$ cat config.mk
export PLATFORM = sky130hd
export DESIGN_NAME = bsg_skid_buffer_bypass
export DESIGN_NICKNAME = d
export VERILOG_FILES = /design/src/rtl/bsg_skid_buffer_bypass.sv
export SDC_FILE = /design/constraint.sdc
export NUM_CORES = 1
export LEC_CHECK = 0
export BUFFER_PORTS_ARGS = -buffer_cell sky130_fd_sc_hd__buf_2
export CELL_PAD_IN_SITES_DETAIL_PLACEMENT = 0
export CELL_PAD_IN_SITES_GLOBAL_PLACEMENT = 1
export CORE_MARGIN = 2
export CORE_UTILIZATION = 39
export DETAILED_ROUTE_END_ITERATION = 16
export PLACE_DENSITY_LB_ADDON = 0.1
export SLEW_MARGIN = 10
export SYNTH_ARGS = -nofsm -noshare
export SYNTH_HDL_FRONTEND = slang
export SYNTH_SLANG_ARGS = --single-unit
$ cat constraint.sdc
create_clock -name clk_i -period 2.5 [get_ports clk_i]
set_input_delay 0.375 -clock clk_i [delete_from_list [all_inputs] [get_ports clk_i]]
set_output_delay 0.375 -clock clk_i [all_outputs]
set_load 0.005 [all_outputs]
$ cat src/rtl/bsg_skid_buffer_bypass.sv
// Two-entry skid buffer with a zero-latency bypass when empty.
// Optional saturating stall counter: define BSG_SKID_BUFFER_BYPASS_STALL_CNT_EN.
module bsg_skid_buffer_bypass #(
  parameter int width_p           = 16,
  parameter int stall_cnt_width_p = 16
) (
  input  logic               clk_i,
  input  logic               reset_i,
  input  logic               v_i,
  input  logic [width_p-1:0] data_i,
  output logic               ready_and_o,
  output logic               v_o,
  output logic [width_p-1:0] data_o,
  input  logic               ready_and_i
`ifdef BSG_SKID_BUFFER_BYPASS_STALL_CNT_EN
  ,output logic [stall_cnt_width_p-1:0] stall_cnt_o
`endif
);

  typedef enum logic [1:0] {EMPTY, ONE, FULL} state_e;

  state_e             state_reg;
  logic [width_p-1:0] head_reg;
  logic [width_p-1:0] tail_reg;
  logic               enq;
  logic               deq;

  // Ready depends only on occupancy and reset, never on the downstream side.
  assign ready_and_o = (state_reg != FULL) & ~reset_i;
  assign v_o         = ~reset_i & ((state_reg != EMPTY) | v_i);
  assign data_o      = (state_reg == EMPTY) ? data_i : head_reg;
  assign enq         = v_i & ready_and_o;
  assign deq         = v_o & ready_and_i;

  always_ff @(posedge clk_i) begin
    if (reset_i) begin
      state_reg <= EMPTY;
    end else begin
      case (state_reg)
        EMPTY: if (enq & ~deq) state_reg <= ONE;
        ONE: begin
          if (deq & ~enq)      state_reg <= EMPTY;
          else if (enq & ~deq) state_reg <= FULL;
        end
        FULL:    if (deq) state_reg <= ONE;
        default: state_reg <= EMPTY;
      endcase
    end
  end

  // Payload storage is left unreset; enq/deq are already suppressed during reset.
  always_ff @(posedge clk_i) begin
    case (state_reg)
      EMPTY: if (enq & ~deq) head_reg <= data_i;
      ONE: begin
        if (enq & deq) head_reg <= data_i;
        else if (enq)  tail_reg <= data_i;
      end
      FULL:    if (deq) head_reg <= tail_reg;
      default: ;
    endcase
  end

`ifdef BSG_SKID_BUFFER_BYPASS_STALL_CNT_EN
  logic [stall_cnt_width_p-1:0] stall_cnt_reg;

  always_ff @(posedge clk_i) begin
    if (reset_i) begin
      stall_cnt_reg <= '0;
    end else if (v_o & ~ready_and_i & ~(&stall_cnt_reg)) begin
      stall_cnt_reg <= stall_cnt_reg + 1'b1;
    end
  end

  assign stall_cnt_o = stall_cnt_reg;
`endif

endmodule

==> impl_metrics.toml, run 1 <==
[flow_run]
max-cap-violations = 0

[synthesis]
ys_warn_count = 0
postSynthCellCount = 97
synth_area_leaders = "edfxtp_1, mux2_2, mux2_4"
synth_top_cell_by_area = "edfxtp_1"
yosysSeqAreaShare_pct = 61.5
synth_fp_nets = 121
synth.avg_cell_area_um2 = 16.8
yosysTopAreaCellShare_pct = 59.0
ys_types = 21
synth_seq_cells = 34
syn-cell-area_um2 = 1630

[worst_setup_path]
critical-path-top-delay-family = "flip-flops"
critical_path.max_stage_delay_ps = 570
worst_ep_required_time_ps = 2470
worst-path-buf-inv = 1
worstPathMaxFanout = 16
crit_path_start_kind = "flip-flop"
worst_path_max_delay_cell = "dfxtp_1"
path_cells = "nor3_1 -> nor3_1 -> inv_1 -> ha_1 -> nor2b_1 -> a21oi_1 -> o22ai_4"
path_common_cell = "nor3_1"
crit_path_end_kind = "flip-flop"
cp.arrival_ps = 2210
worstSetupPathType = "reg -> reg"

[power_and_ir_drop]
p_sw_share_pct = 22.6
powerDensity_nw_per_um2 = 622
switchingPower_uw = 271
p_seq_share_pct = 55.0
comb_power_share_pct = 13.4
pwr-share-clk_pct = 31.6
p_leak_nw = 0.741
p_int_uw = 930
vdd_drop_max_uv = 245

[sta]
period_needed_ps = 2240
relSlewSlack_pct = 60.2
fmax_mhz = 446
period_share_pct = 89.8
setup_viol = 0
holdWs_ps = 293
final-hold-violation-count = 0
finalMaxSlewViolations = 0
rsz0062_at_grt = "false"
skew_ps = 5.94
worstMarginPinSlew_ps = 596
tns_ps = 0

[die]
num_rows = 23
core-area_um2 = 4000
die_h_um = 68.6
ios = 38
initial_core_util_pct = 40.7
die_w_um = 68.6
die_area_um2 = 4710

[routing]
dr.pass1.iters = 4
wl_um = 2720
drt_iter0_markers = 20
viasPerCell = 4.79
post-route-drc-count = 0
num_vias = 906
wl_per_cell_um = 14.4
ant_nets = 0

[global_routing]
grt_max_degree = 18
busiest_layer = "met2"
grt-ovfl-total = 0
antenna_found_initial = 0
grtUsageMet1_pct = 17.5
grt_pass1_vias = 828
use_met3_pct = 5.03
grt_pass1_wl_um = 4240
grtUsageTotal_pct = 13.0
grtUsageMet2_pct = 18.4

[clock_tree]
numCtsBuffers = 5
root_buffer = "clkbuf_8"
clkLatencyLatePin_ps = 280
clockBufferDepth = 2
hold_buffers = 0
cts_tree = "built"
cts.sinks = 34
h-tree-depth = 2
clkTransAtPathRegs_ps = 70

[layout]
antenna_cells = 0
area_growth_syn_to_layout_pct = 18.8
fin_util_pct = 48.3
fillCellCount = 373
final_cell_mix = "buf_2, edfxtp_1, mux2_2"
drive_gt1_share_pct = 57.6
final_net_count = 162
final_common_cell = "buf_2"

[placed_design]
port_buffers = 37
dp_hpwl_um = 1860
place.gp.congestion = 0.740

[worst_hold_path]
hold_path_class = "in -> reg"

[run_status]
outcome = "complete, no violations"
[kinds of logic (layout without fill, tap and decap cells)]
group | Yosys count | after routing | share of synthesized area (%)
simple gates | 15 | 15 | 5.61
fa+ha+maj | 4 | 4 | 3.07
mux | 32 | 32 | 24.2
buf+inv | 7 | 49 | 3.69
flops | 34 | 34 | 61.5
compound gates | 5 | 5 | 1.92
[Yosys cell counts (all sizes together)]
master / n
a211oi: 2
a21oi: 2
and2: 1
buf: 5
dfxtp: 2
edfxtp: 32
ha: 4
inv: 2
mux2: 32
nand2: 2
nand2b: 2
nor2: 5
nor2b: 2
nor3: 2
nor4b: 1
o22ai: 1
[path summary, 6_finish.rpt]
| kind | start | to | slack [ps] | depth (start not counted) |
|---|---|---|---|---|
| worst max-delay path | state_reg[1]$_SDFFE_PP0P_ | head_reg[11]$_DFFE_PP_ | 260 | 7 |
| worst min-delay path | data_i[9] | tail_reg[9]$_DFFE_PP_ | 290 | 1 |
| worst max register to register | state_reg[1]$_SDFFE_PP0P_ | head_reg[11]$_DFFE_PP_ | 260 | 7 |
| worst min register to register | tail_reg[0]$_DFFE_PP_ | head_reg[0]$_DFFE_PP_ | 550 | 1 |
[power groups by stage]
stage	Combinational, mW	Clock (mW)	Sequential, mW
final	0.161	0.380	0.661
after CTS	0.164	0.396	0.661
after floorplan	0.109	0	0.665
after global routing	0.180	0.422	0.662
after global placement	0.161	0	0.672
after detailed placement	0.163	0	0.673
[layout make-up]
cell class	instances	area [um^2]	area share, %
sequential	34	1000	51.8
multi-input combinational	56	581	30.0
timing repair buffer	39	200	10.4
clock buffer	6	72.6	3.75
tap	50	62.6	3.24
clock inverter	2	8.76	0.453
inverter	2	7.51	0.388
[what timing repair did]
action	in CTS	in global routing
setup buffers	0	0
setup endpoints to repair	0	16
resized for setup	0	1
hold endpoints to repair	0	0
[worst register-to-register path: stages, from the launching register on]
cell and delay (ps):
dfxtp_1 570, nor3_1 130, nor3_1 300, inv_1 120
ha_1 200, nor2b_1 130, a21oi_1 240, o22ai_4 240
[per-layer routing]
metal | share of wire [%] | vias to the layer above
met5 | 0 | -
met4 | 1.9 | 0
met3 | 5.2 | 6
met2 | 45 | 25
met1 | 48 | 428
li1 | - | 447
[stage by stage]
step	worst slack [ps]	std cells	cell area, um^2	power (mW)
floorplan	208	97	1630	0.774
global placement	112	181	1840	0.833
detailed placement	41.9	181	1840	0.836
CTS	8.01	189	1930	1.22
global route	52.6	189	1930	1.27
finish	256	189	1930	1.20
Power figures use the tool's default switching activity.
==> run 2: changes to the inputs <==
--- a/config.mk
+++ b/config.mk
@@ -12,6 +12,7 @@
 export CORE_UTILIZATION = 39
 export DETAILED_ROUTE_END_ITERATION = 16
 export PLACE_DENSITY_LB_ADDON = 0.1
+export REMOVE_ABC_BUFFERS = 1
 export SLEW_MARGIN = 10
 export SYNTH_ARGS = -nofsm -noshare
 export SYNTH_HDL_FRONTEND = slang
==> run 2 against run 1 <==
Clock power decreased by 2%. Clock skew decreased by 3.0 ps. Critical path type unchanged. Highest routed layer unchanged. Largest power group unchanged. Sequential power hardly changed. Non-clock buffer count increased by 7. Via count grew 2.6%.
==> impl_metrics.toml, run 2 (same netlist as run 1, synthesis figures left out) <==
[power_and_ir_drop]
p_sw_share_pct = 22.3
switchingPower_uw = 269
powerDensity_nw_per_um2 = 607
p_seq_share_pct = 54.5
pwr-share-clk_pct = 31.0
comb_power_share_pct = 14.4
vdd_drop_max_uv = 289
p_leak_nw = 0.775
p_int_uw = 938

[sta]
fmax_mhz = 456
period_needed_ps = 2190
rsz0062_at_grt = "false"
relSlewSlack_pct = 58.9
period_share_pct = 87.7
setup_viol = 0
skew_ps = 2.93
holdWs_ps = 299
finalMaxSlewViolations = 0
worstMarginPinSlew_ps = 617
final-hold-violation-count = 0

[global_routing]
grt_max_degree = 18
antenna_found_initial = 0
grtUsageTotal_pct = 13.4
grt-ovfl-total = 0
grt_pass1_vias = 969
grt_pass1_wl_um = 4420

[placed_design]
place.gp.congestion = 0.775
dp_hpwl_um = 1990
port_buffers = 37

[worst_hold_path]
hold_path_class = "in -> reg"

[routing]
wl_um = 2870
num_vias = 930
viasPerCell = 4.74
dr.pass1.iters = 4
ant_nets = 0
wl_per_cell_um = 14.6
drt_iter0_markers = 43
post-route-drc-count = 0

[clock_tree]
hold_buffers = 0
clkTransAtPathRegs_ps = 70
numCtsBuffers = 5
ctsResizeCount = 0
clockBufferDepth = 2
root_buffer = "clkbuf_8"
cts_tree = "built"
cts_setup_buffers = 0
clkLatencyLatePin_ps = 280
h-tree-depth = 2
cts.sinks = 34

[worst_setup_path]
worst_ep_required_time_ps = 2410
worstPathMaxFanout = 16
crit_path_end_kind = "flip-flop"
crit_path_start_kind = "flip-flop"
worstSetupPathType = "reg -> reg"
cp.arrival_ps = 2110

[layout]
final_net_count = 169
fillCellCount = 367
final_cell_mix = "buf_2, edfxtp_1, mux2_2"
fin_util_pct = 49.7
antenna_cells = 0
final_common_cell = "buf_2"
area_growth_syn_to_layout_pct = 22.1
drive_gt1_share_pct = 60.3

[run_status]
outcome = "complete, no violations"

[flow_run]
max-cap-violations = 0

[die]
initial_core_util_pct = 40.7
die_h_um = 68.6
core-area_um2 = 4000
num_rows = 23
die_w_um = 68.6
ios = 38
die_area_um2 = 4710
[run 2: cell count changes in the layout (fill, tap and decap cells not counted), sizes merged]
cell | previous run | this run
buf | 39 | 46
[run 2: worst max-delay path: stages (launching register included)]
cell and delay [ps]:
dfxtp_1 440, nor2b_4 60, nor2_1 130, and2_1 180, buf_4 120, ha_1 110
nor2b_1 170, a21oi_1 100, o22ai_4 500
[run 2: metrics by stage]
stage | total power, mW | area, um^2 | instances | setup TNS (ps) | worst slack (ps)
after floorplan | 0.765 | 1580 | 92 | -2230 | -139
after CTS | 1.22 | 1980 | 196 | 0 | 18.2
final | 1.21 | 1990 | 196 | 0 | 308
after global routing | 1.26 | 1990 | 196 | 0 | 99.3
after detailed placement | 0.846 | 1900 | 188 | 0 | 11.5
after global placement | 0.844 | 1900 | 188 | 0 | 41.0
[run 2: metal layers]
metal | GRT usage, % | up-vias | part of all wire, % | routed length (um)
li1 | - | 459 | - | -
met1 | 16.0 | 436 | 46 | 1310
met2 | 21.0 | 28 | 47 | 1340
met3 | 5.68 | 7 | 5.7 | 165
met4 | 6.00 | 0 | 1.7 | 48
met5 | 0 | - | 0 | 0
[run 2: worst paths after layout]
| path | start | to | slack (ps) | cells past startpoint |
|---|---|---|---|---|
| hold reg to reg | tail_reg[5]$_DFFE_PP_ | head_reg[5]$_DFFE_PP_ | 550 | 1 |
| setup reg to reg | state_reg[0]$_SDFFE_PP0P_ | head_reg[8]$_DFFE_PP_ | 310 | 8 |
| setup / recovery | state_reg[0]$_SDFFE_PP0P_ | head_reg[8]$_DFFE_PP_ | 310 | 8 |
| hold / removal | data_i[15] | tail_reg[15]$_DFFE_PP_ | 300 | 1 |
[run 2: layout make-up]
cell class	count	area [um^2]	area share, %
inverters	2	7.51	0.378
flip-flops and latches	34	1000	50.3
well taps	50	62.6	3.15
clock buffers	6	72.6	3.65
clock inverters	2	8.76	0.441
repair buffers	46	253	12.7
multi-input cells	56	583	29.3
[run 2: power groups by stage]
stage | logic [mW] | clock network [mW] | registers, mW
detailed placement | 0.176 | 0 | 0.670
global route | 0.194 | 0.409 | 0.659
global placement | 0.175 | 0 | 0.670
CTS | 0.176 | 0.388 | 0.658
finish | 0.174 | 0.374 | 0.658
floorplan | 0.0953 | 0 | 0.670
==> run 3: changes to the inputs <==
--- a/config.mk
+++ b/config.mk
@@ -5,12 +5,15 @@
 export SDC_FILE = /design/constraint.sdc
 export NUM_CORES = 1
 export LEC_CHECK = 0
+export ABC_AREA = 1
 export BUFFER_PORTS_ARGS = -buffer_cell sky130_fd_sc_hd__buf_2
 export CELL_PAD_IN_SITES_DETAIL_PLACEMENT = 0
 export CELL_PAD_IN_SITES_GLOBAL_PLACEMENT = 1
 export CORE_MARGIN = 2
-export CORE_UTILIZATION = 39
+export CORE_UTILIZATION = 37
+export CTS_CLUSTER_DIAMETER = 150
 export DETAILED_ROUTE_END_ITERATION = 16
+export MAX_ROUTING_LAYER = met4
 export PLACE_DENSITY_LB_ADDON = 0.1
 export REMOVE_ABC_BUFFERS = 1
 export SLEW_MARGIN = 10
==> run 3 against run 2 <==
Sequential share of layout area increased by 0.77 points. Clock power is 4% higher. Cell count increased by 17%. Register-to-register slack gained 50 ps. Combinational power increased by 13%. Die area increased by 5.7%. Global-route usage increased by 0.79 points. Count of clock-buffer cells in the layout down 1. Largest cell class unchanged. Largest power group unchanged. Highest routed layer unchanged.
==> impl_metrics.toml, run 3 <==
[run_status]
outcome = "complete, no violations"

[global_routing]
grt_max_degree = 20
grt_pass1_vias = 1073
antenna_found_initial = 0
grtUsageTotal_pct = 14.2
grt_pass1_wl_um = 5180
grt-ovfl-total = 0

[sta]
relSlewSlack_pct = 67.3
tns_ps = 0
setup_viol = 0
rsz0062_at_grt = "false"
holdWs_ps = 289
finalMaxSlewViolations = 0
fmax_mhz = 468
worstMarginPinSlew_ps = 489
period_share_pct = 85.5
skew_ps = 8.07
period_needed_ps = 2140
final-hold-violation-count = 0

[layout]
area_growth_syn_to_layout_pct = 19.6
multi_input_area_um2 = 567
final_common_cell = "nand2_1"
antenna_cells = 0
regArea_um2 = 1000
fin_util_pct = 45.6
final_cell_mix = "nand2_1, buf_2, edfxtp_1"
fillCellCount = 406
drive_gt1_share_pct = 38.2
final_net_count = 201

[worst_setup_path]
worst_ep_required_time_ps = 2470
crit_path_end_kind = "flip-flop"
r2r_start = "state_reg[0]$_SDFFE_PP0P_"
startpoint = "state_reg[0]$_SDFFE_PP0P_"
worstSetupPathType = "reg -> reg"
crit_path_start_kind = "flip-flop"
worstPathMaxFanout = 19
cp.arrival_ps = 2110

[synthesis]
synthFlopType = "edfxtp_1"
async_flop_share_pct = 0
postSynthCellCount = 134
synthTopCellsByCount = "nand2_1, edfxtp_1, mux2_2, mux2_4, inv_1"
syn-cell-area_um2 = 1640
synth.avg_cell_area_um2 = 12.2
yosysTopAreaCellShare_pct = 58.7
synth_area_leaders = "edfxtp_1, nand2_1, mux2_4"
ys_warn_count = 0
ys_types = 18
synth_top_cell_by_area = "edfxtp_1"
yosysSeqAreaShare_pct = 61.1
synth_seq_cells = 34
yosysMostFrequentCell = "nand2_1"
synth_edf_count = 32

[power_and_ir_drop]
pwr-share-clk_pct = 30.5
powerDensity_nw_per_um2 = 650
p_sw_share_pct = 24.7
p_leak_nw = 0.882
vdd_drop_max_uv = 252
comb_power_share_pct = 15.5
p_seq_share_pct = 54.1
switchingPower_uw = 314
p_int_uw = 959

[clock_tree]
ctsResizeCount = 0
h-tree-depth = 2
root_buffer = "clkbuf_8"
cts_setup_buffers = 0
numCtsBuffers = 5
cts.sinks = 34
clockBufferDepth = 2
cts_tree = "built"
hold_buffers = 0
clkLatencyLatePin_ps = 280
clkTransAtPathRegs_ps = 70

[die]
die_w_um = 70.5
die_area_um2 = 4970
die_h_um = 70.5
initial_core_util_pct = 38.1
core-area_um2 = 4290
ios = 38
num_rows = 24

[placed_design]
dp_hpwl_um = 2150
port_buffers = 37
place.gp.congestion = 0.929

[routing]
ant_nets = 0
wl_um = 3130
post-route-drc-count = 0
num_vias = 1074
viasPerCell = 4.67
drt_iter0_markers = 48
dr.pass1.iters = 4
wl_per_cell_um = 13.6

[worst_hold_path]
holdCritStartpoint = "data_i[7]"
hold_path_class = "in -> reg"

[flow_run]
max-cap-violations = 0
run 3: layout make-up:
cell class                 instances  share of cell area [%]
sequential                        34                    51.1
multi-input combinational         88                    28.9
tap                               52                    3.32
clock inverter                     3                   0.831
inverter                           8                    1.66
clock buffer                       5                    3.51
timing repair buffer              40                    10.6
run 3: cells by family after synthesis:
group,count (synthesis),share of synthesized area (%)
buffers and inverters,12,4.28
and+or+nand+nor,65,17.8
DFF,34,61.1
AOI/OAI and AO/OA,3,0.916
muxes,16,12.8
adders and majority gates,4,3.06
run 3: power groups by stage:
| stage | clock (mW) | sequential [mW] | combinational (mW) |
|---|---|---|---|
| final | 0.388 | 0.688 | 0.197 |
| after global routing | 0.428 | 0.692 | 0.220 |
| after CTS | 0.398 | 0.689 | 0.201 |
| after detailed placement | 0 | 0.701 | 0.200 |
| after global placement | 0 | 0.701 | 0.198 |
| after floorplan | 0 | 0.696 | 0.121 |
run 3: through the flow:
step	instance area, um^2	total power [mW]	setup WS, ps	instances
after global placement	1870	0.899	491	222
after global routing	1960	1.34	215	230
after CTS	1960	1.29	367	230
after detailed placement	1870	0.901	372	222
after floorplan	1600	0.816	67.2	130
final	1960	1.27	363	230
run 3: final timing paths:
check	to	slack (ps)	cells past startpoint
worst max-delay path	head_reg[8]$_DFFE_PP_	360	10
worst min-delay path	tail_reg[7]$_DFFE_PP_	290	1
worst max register to register	head_reg[8]$_DFFE_PP_	360	10
worst min register to register	head_reg[15]$_DFFE_PP_	520	2
run 3: worst max-delay path: stages (launching register included):
cell	delay [ps]
dfxtp_1	630
nor2_8	160
nor2_1	160
nand2_1	90
inv_1	110
ha_1	160
inv_1	40
nand2_1	80
nand2_1	80
nor2_1	90
buf_4	250
run 3: metal layers:
metal	global-route usage (%)	routed length, um
met5	-	0
met4	5.24	32
met3	4.84	181
met2	22.7	1500
met1	16.8	1420
